**src/rtl/regfile_mp_if.sv**
```systemverilog
// regfile_mp_if: read, write and bulk-clear signals of the multi-port register file
// Ports (via modports):
//   master drives ra, wa3, wd3, we3, clr_req and receives rd, clr_busy, clr_done
//   slave  is the register file side, with the directions reversed
interface regfile_mp_if #(
    parameter int XLEN  = 32,
    parameter int NREG  = 32,
    parameter int NREAD = 2
);
    localparam int AW = $clog2(NREG);
    logic [NREAD*AW-1:0]   ra;
    logic [NREAD*XLEN-1:0] rd;
    logic [AW-1:0]         wa3;
    logic [XLEN-1:0]       wd3;
    logic                  we3;
    logic                  clr_req;
    logic                  clr_busy;
    logic                  clr_done;
    modport master (output ra, wa3, wd3, we3, clr_req, input rd, clr_busy, clr_done);
    modport slave  (input ra, wa3, wd3, we3, clr_req, output rd, clr_busy, clr_done);
endinterface

```
**src/rtl/regfile_mp.sv**
```systemverilog
// regfile_mp: multi-read-port register file with hardwired-zero entry 0 and a sequential bulk clear
// Ports:
//   clk  rising-edge clock
//   rst  asynchronous active-high reset; zeroes every entry and idles the clear engine
//   bus  regfile_mp_if.slave:
//        ra/rd             NREAD combinational read ports, flattened
//        wa3/wd3/we3       synchronous write port
//        clr_req           starts a sweep that zeroes entries 1..NREG-1, one per cycle
//        clr_busy/clr_done busy during the sweep, then a one-cycle done pulse
// Define REGFILE_BYPASS_EN to forward same-cycle write data to matching read ports.
module regfile_mp #(
    parameter int XLEN  = 32,
    parameter int NREG  = 32,
    parameter int NREAD = 2
) (
    input logic         clk,
    input logic         rst,
    regfile_mp_if.slave bus
);
    localparam int AW = $clog2(NREG);
    typedef enum logic [1:0] {IDLE, SWEEP, DONE} state_t;
    state_t                    state, state_n;
    logic [AW-1:0]             idx;
    logic                      busy, done, wr;
    logic [NREG-1:0][XLEN-1:0] view;

    always_comb begin
        state_n = state;
        busy    = 1'b0;
        done    = 1'b0;
        state_n = (state == IDLE)  ? (bus.clr_req ? SWEEP : IDLE) :
                  (state == SWEEP) ? ((idx == AW'(NREG-1)) ? DONE : SWEEP) : IDLE;
        busy    = state == SWEEP;
        done    = state == DONE;
    end

    // idx is preloaded with 1 outside the sweep so entry 1 is cleared on the first sweep edge
    always_ff @(posedge clk or posedge rst)
        if (rst) begin
            state <= IDLE;
            idx   <= '0;
        end else begin
            state <= state_n;
            idx   <= (state == SWEEP) ? idx + 1'b1 : AW'(1);
        end

    assign bus.clr_busy = busy;
    assign bus.clr_done = done;
    // rst gates the write so that forwarding cannot leak data while the file is held in reset
    assign wr   = bus.we3 && (bus.wa3 != '0) && !busy && !rst;
    assign view[0] = '0;

    for (genvar r = 1; r < NREG; r++) begin : g_reg
        logic [XLEN-1:0] q;
        always_ff @(posedge clk or posedge rst)
            if (rst)
                q <= '0;
            else if (busy && idx == AW'(r))
                q <= '0;
            else if (wr && bus.wa3 == AW'(r))
                q <= bus.wd3;
        assign view[r] = q;
    end

    for (genvar i = 0; i < NREAD; i++) begin : g_rd
        logic [AW-1:0] a;
        assign a = bus.ra[i*AW +: AW];
`ifdef REGFILE_BYPASS_EN
        assign bus.rd[i*XLEN +: XLEN] = (wr && a == bus.wa3) ? bus.wd3 : view[a];
`else
        assign bus.rd[i*XLEN +: XLEN] = view[a];
`endif
    end
endmodule

```
**src/flat_wrapper.sv**
```systemverilog
// flat-port wrapper written by rule: the top's interface ports become plain ports
module regfile_mp_flat 
#(
    parameter int XLEN  = 32,
    parameter int NREG  = 32,
    parameter int NREAD = 2
)
  (clk, rst, bus_ra, bus_wa3, bus_wd3, bus_we3, bus_clr_req, bus_rd, bus_clr_busy, bus_clr_done);
  regfile_mp_if #(.XLEN(XLEN), .NREG(NREG), .NREAD(NREAD)) bus_i ();
  input logic clk;
  input logic rst;
  input wire logic [$bits(bus_i.ra)-1:0] bus_ra;
  input wire logic [$bits(bus_i.wa3)-1:0] bus_wa3;
  input wire logic [$bits(bus_i.wd3)-1:0] bus_wd3;
  input wire logic [$bits(bus_i.we3)-1:0] bus_we3;
  input wire logic [$bits(bus_i.clr_req)-1:0] bus_clr_req;
  output wire logic [$bits(bus_i.rd)-1:0] bus_rd;
  output wire logic [$bits(bus_i.clr_busy)-1:0] bus_clr_busy;
  output wire logic [$bits(bus_i.clr_done)-1:0] bus_clr_done;
  assign bus_i.ra = bus_ra;
  assign bus_i.wa3 = bus_wa3;
  assign bus_i.wd3 = bus_wd3;
  assign bus_i.we3 = bus_we3;
  assign bus_i.clr_req = bus_clr_req;
  assign bus_rd = bus_i.rd;
  assign bus_clr_busy = bus_i.clr_busy;
  assign bus_clr_done = bus_i.clr_done;
  regfile_mp #(.XLEN(XLEN), .NREG(NREG), .NREAD(NREAD)) u_core (.clk(clk), .rst(rst), .bus(bus_i));
endmodule
```
**config.mk**
```make
export PLATFORM = sky130hd
export DESIGN_NAME = regfile_mp_flat
export DESIGN_NICKNAME = d
export VERILOG_FILES = /design/src/rtl/regfile_mp_if.sv /design/src/rtl/regfile_mp.sv /design/src/flat_wrapper.sv
export SDC_FILE = /design/constraint.sdc
export NUM_CORES = 2
export LEC_CHECK = 0
export CORE_ASPECT_RATIO = 0.8
export CORE_MARGIN = 5
export CORE_UTILIZATION = 65
export DETAILED_ROUTE_END_ITERATION = 6
export GPL_TIMING_DRIVEN = 0
export PLACE_DENSITY = 0.84
export SYNTH_ARGS = -nofsm -noshare
export SYNTH_HDL_FRONTEND = slang
export SYNTH_SLANG_ARGS = --single-unit
```
**constraint.sdc**
```tcl
create_clock -name clk -period 64.6 [get_ports clk]
set_input_delay 6.46 -clock clk [delete_from_list [all_inputs] [get_ports clk]]
set_output_delay 6.46 -clock clk [all_outputs]
set_load 0.01 [all_outputs]
```
==> impl_metrics.toml <==
[yosys]
synth.distinct_cells = 52
synthMuxAreaShare = 0.206
synth_top_cells_by_area = "dfrtp_1 (46%), mux4_2 (16%), a22o_1 (11%)"
yosysWarningCount = 0
synth.net_count = 4907
syn_area_per_cell_um2 = 11.3
synth_top_area_frac = 0.455
yosysSeqAreaShare = 0.455
ys.flop_type = "dfrtp_1"
syn_inst = 4850
synthAdderAreaFrac = 0.00137
netlist_area_um2 = 54900
synth-seq-cells = 999
synth-xor-area-share = 0.000319
synth_compound_area_frac = 0.201
yosys.area.top_type = "dfrtp_1"
synth-async-reset-ratio = 1.00
synth_top_family_by_area = "multiplexers"
synth_edf_count = 0
synth_simple_gate_area_share = 0.0875

[power_and_ir_drop]
finalPower_mw = 1.68
p_per_area_nw_per_um2 = 27.6
power.leakage_nw = 26.1
cell_internal_pwr_mw = 1.15
p_switching_uw = 529
p_comb_frac = 0.203
pwr-share-clk = 0.351
sw_frac_of_total = 0.315
peakVddDrop_mv = 0.0264
pwr-share-seq = 0.447

[worst_setup_path]
cp_max_fo = 10
cp-end-kind = "output port"
worstSetupPathType = "input pin to output port"
r2r_slack_ns = 61.54
cp-start-kind = "input pin"
required_ns = 58.14
reg2regPathDepth = 6
r2r_start = "u_core.idx[0]"
worstSetupEndpoint = "bus_rd[51]"
r2r-end = "u_core.g_reg[4].q[9]"
arrival_ns = 10.54
crit_start = "bus_ra[6]"

[min_path]
worstHoldPathType = "register to register"

[clocking]
cts_setup_buffers = 0
cts.htree.levels = 3
cts_tree = "done"
path_clk_slew_ns = 0.07
cts_root_buf = "clkbuf_16"
clk-insertion-delay-late_ns = 0.70
cts_resized = 0
cts_buffers = 98
clock_path_buffers = 3
cts_sinks = 999
hold_buffers = 0

[placed_design]
dp_cells = 6080
port_buffers = 107
dpl_cell_area_um2 = 57600
gp_congestion = 1.05
post-place-ws_ns = 48.06
hpwlAfterDp_um = 156000

[grt]
grt.total_usage = 0.443
antenna_found_initial = 8
busiest_layer = "met2"
grtUsageMet2 = 0.614
grt_max_degree = 133
grtUsageMet3 = 0.234
grt_first_pass_wirelength_um = 299000
grt_pass1_vias = 46700
grt_overflow = 0
grtUsageMet1 = 0.569

[cells_and_area]
postLayoutCoreUtil = 0.725
syn_to_final_growth_pct = 10.8
multi_input_area_um2 = 27200
nets = 5122
mostFrequentLayoutCells = "dfrtp_1 (999), a22o_1 (703), nand2_1 (649), a21oi_1 (387), mux4_2 (384)"
layout_commonest_cell = "dfrtp_1"
fin_area_um2 = 60900
drive_above_1_share = 0.178
fillers = 5783
seqCellArea_um2 = 25000
final_cells = 6263

[detailed_routing]
ant_nets = 0
firstDrtPassIters = 7
wl_per_cell_um = 32.4
drc = 20
vias = 47100
drt_wl_total_um = 203000
drtIter0Drc = 7483
drt-vias-per-instance = 7.52

[timing]
setup_viol = 0
slew_headroom = 0.0944
hold_viol_final = 0
fmax_ghz = 0.0588
tightest_slew_ns = 1.36
finalCritPeriodShare = 0.263
drv_slew = 0
period_needed_ns = 17.00
clock_skew_ns = 0.0198
rsz0062_at_grt = "false"
fin_ws_ns = 47.60
finalSetupTns_ns = 0
holdWs_ns = 0.520

[flow_run]
drv_cap = 0

[run_status]
violations = "design-rule violations"
status = "finished with violations"

[die]
start_util = 0.655
die_h_um = 270
dieArea_um2 = 90500
die_w_um = 335
core_um2 = 83900
rows = 95
ios = 117
## critical path: stages
cell,delay (ns)
clkbuf_1,0.61
buf_2,0.44
nand2b_1,0.33
clkbuf_1,0.63
o22ai_1,0.23
a211oi_1,0.97
o31ai_1,0.30
clkdlybuf4s50_1,0.57
## state kept, by name (all words and copies together) (netlist names)
signal and cells:
u_core.idx 5, u_core.g.q 992, u_core.state 2
## cell type report
type / count / area share
clock inverters: 36 / 0.00611
inverters: 9 / 0.000761
well taps: 1115 / 0.0229
diodes: 8 / 0.000329
clock buffers: 139 / 0.0466
flip-flops and latches: 999 / 0.411
plain buffers: 595 / 0.0440
repair buffers: 115 / 0.0212
multi-input cells: 3247 / 0.447
## Yosys cell counts, types with 7 or more instances
cell / count
a211oi_1: 64
nor4_4: 20
o22ai_1: 64
mux2i_1: 195
nor2_1: 17
mux4_2: 384
nand4_1: 10
nand2b_1: 7
buf_2: 215
buf_4: 34
a21oi_1: 387
o31ai_1: 64
o21ai_1: 52
nand2_1: 649
dfrtp_1: 999
and2_1: 75
o21ai_0: 236
mux2_2: 63
nor2b_1: 13
nand3_1: 193
clkbuf_1: 335
inv_1: 8
a22o_1: 703
## routing by layer
metal,share of wire,wire (um),up-vias
met5,0.00097,196,-
met4,0.067,13500,12
met3,0.18,35500,810
met2,0.41,83700,4126
met1,0.34,69800,23400
li1,-,-,18800
## power groups by stage
| stage | logic [mW] | clock network, mW | registers [mW] |
|---|---|---|---|
| after global placement | 0.311 | 0 | 0.748 |
| after floorplan | 0.222 | 0 | 0.732 |
| after CTS | 0.326 | 0.584 | 0.743 |
| final | 0.340 | 0.589 | 0.750 |
| after detailed placement | 0.323 | 0 | 0.753 |
| after global routing | 0.356 | 0.611 | 0.753 |
## cell families after synthesis
| logic type | after synthesis |
|---|---|
| mux | 642 |
| simple gates | 1015 |
| xor+xnor | 2 |
| buf+inv | 604 |
| flops | 999 |
| fa+ha+maj | 6 |
| compound gates | 1582 |
## worst min-delay path by stage
stage                           start  slack (ns)                      to  cells past startpoint
2_1_floorplan           u_core.idx[0]        0.48           u_core.idx[0]                      1
3_3_place_gp   u_core.g_reg[29].q[13]        0.49  u_core.g_reg[29].q[13]                      1
3_5_place_dp     u_core.g_reg[3].q[1]        0.50    u_core.g_reg[3].q[1]                      1
4_1_cts        u_core.g_reg[28].q[28]        0.52  u_core.g_reg[28].q[28]                      1
5_1_grt         u_core.g_reg[3].q[29]        0.53   u_core.g_reg[3].q[29]                      1
6_report        u_core.g_reg[29].q[1]        0.52   u_core.g_reg[29].q[1]                      1
No activity file was read; power rests on OpenSTA's default activity.
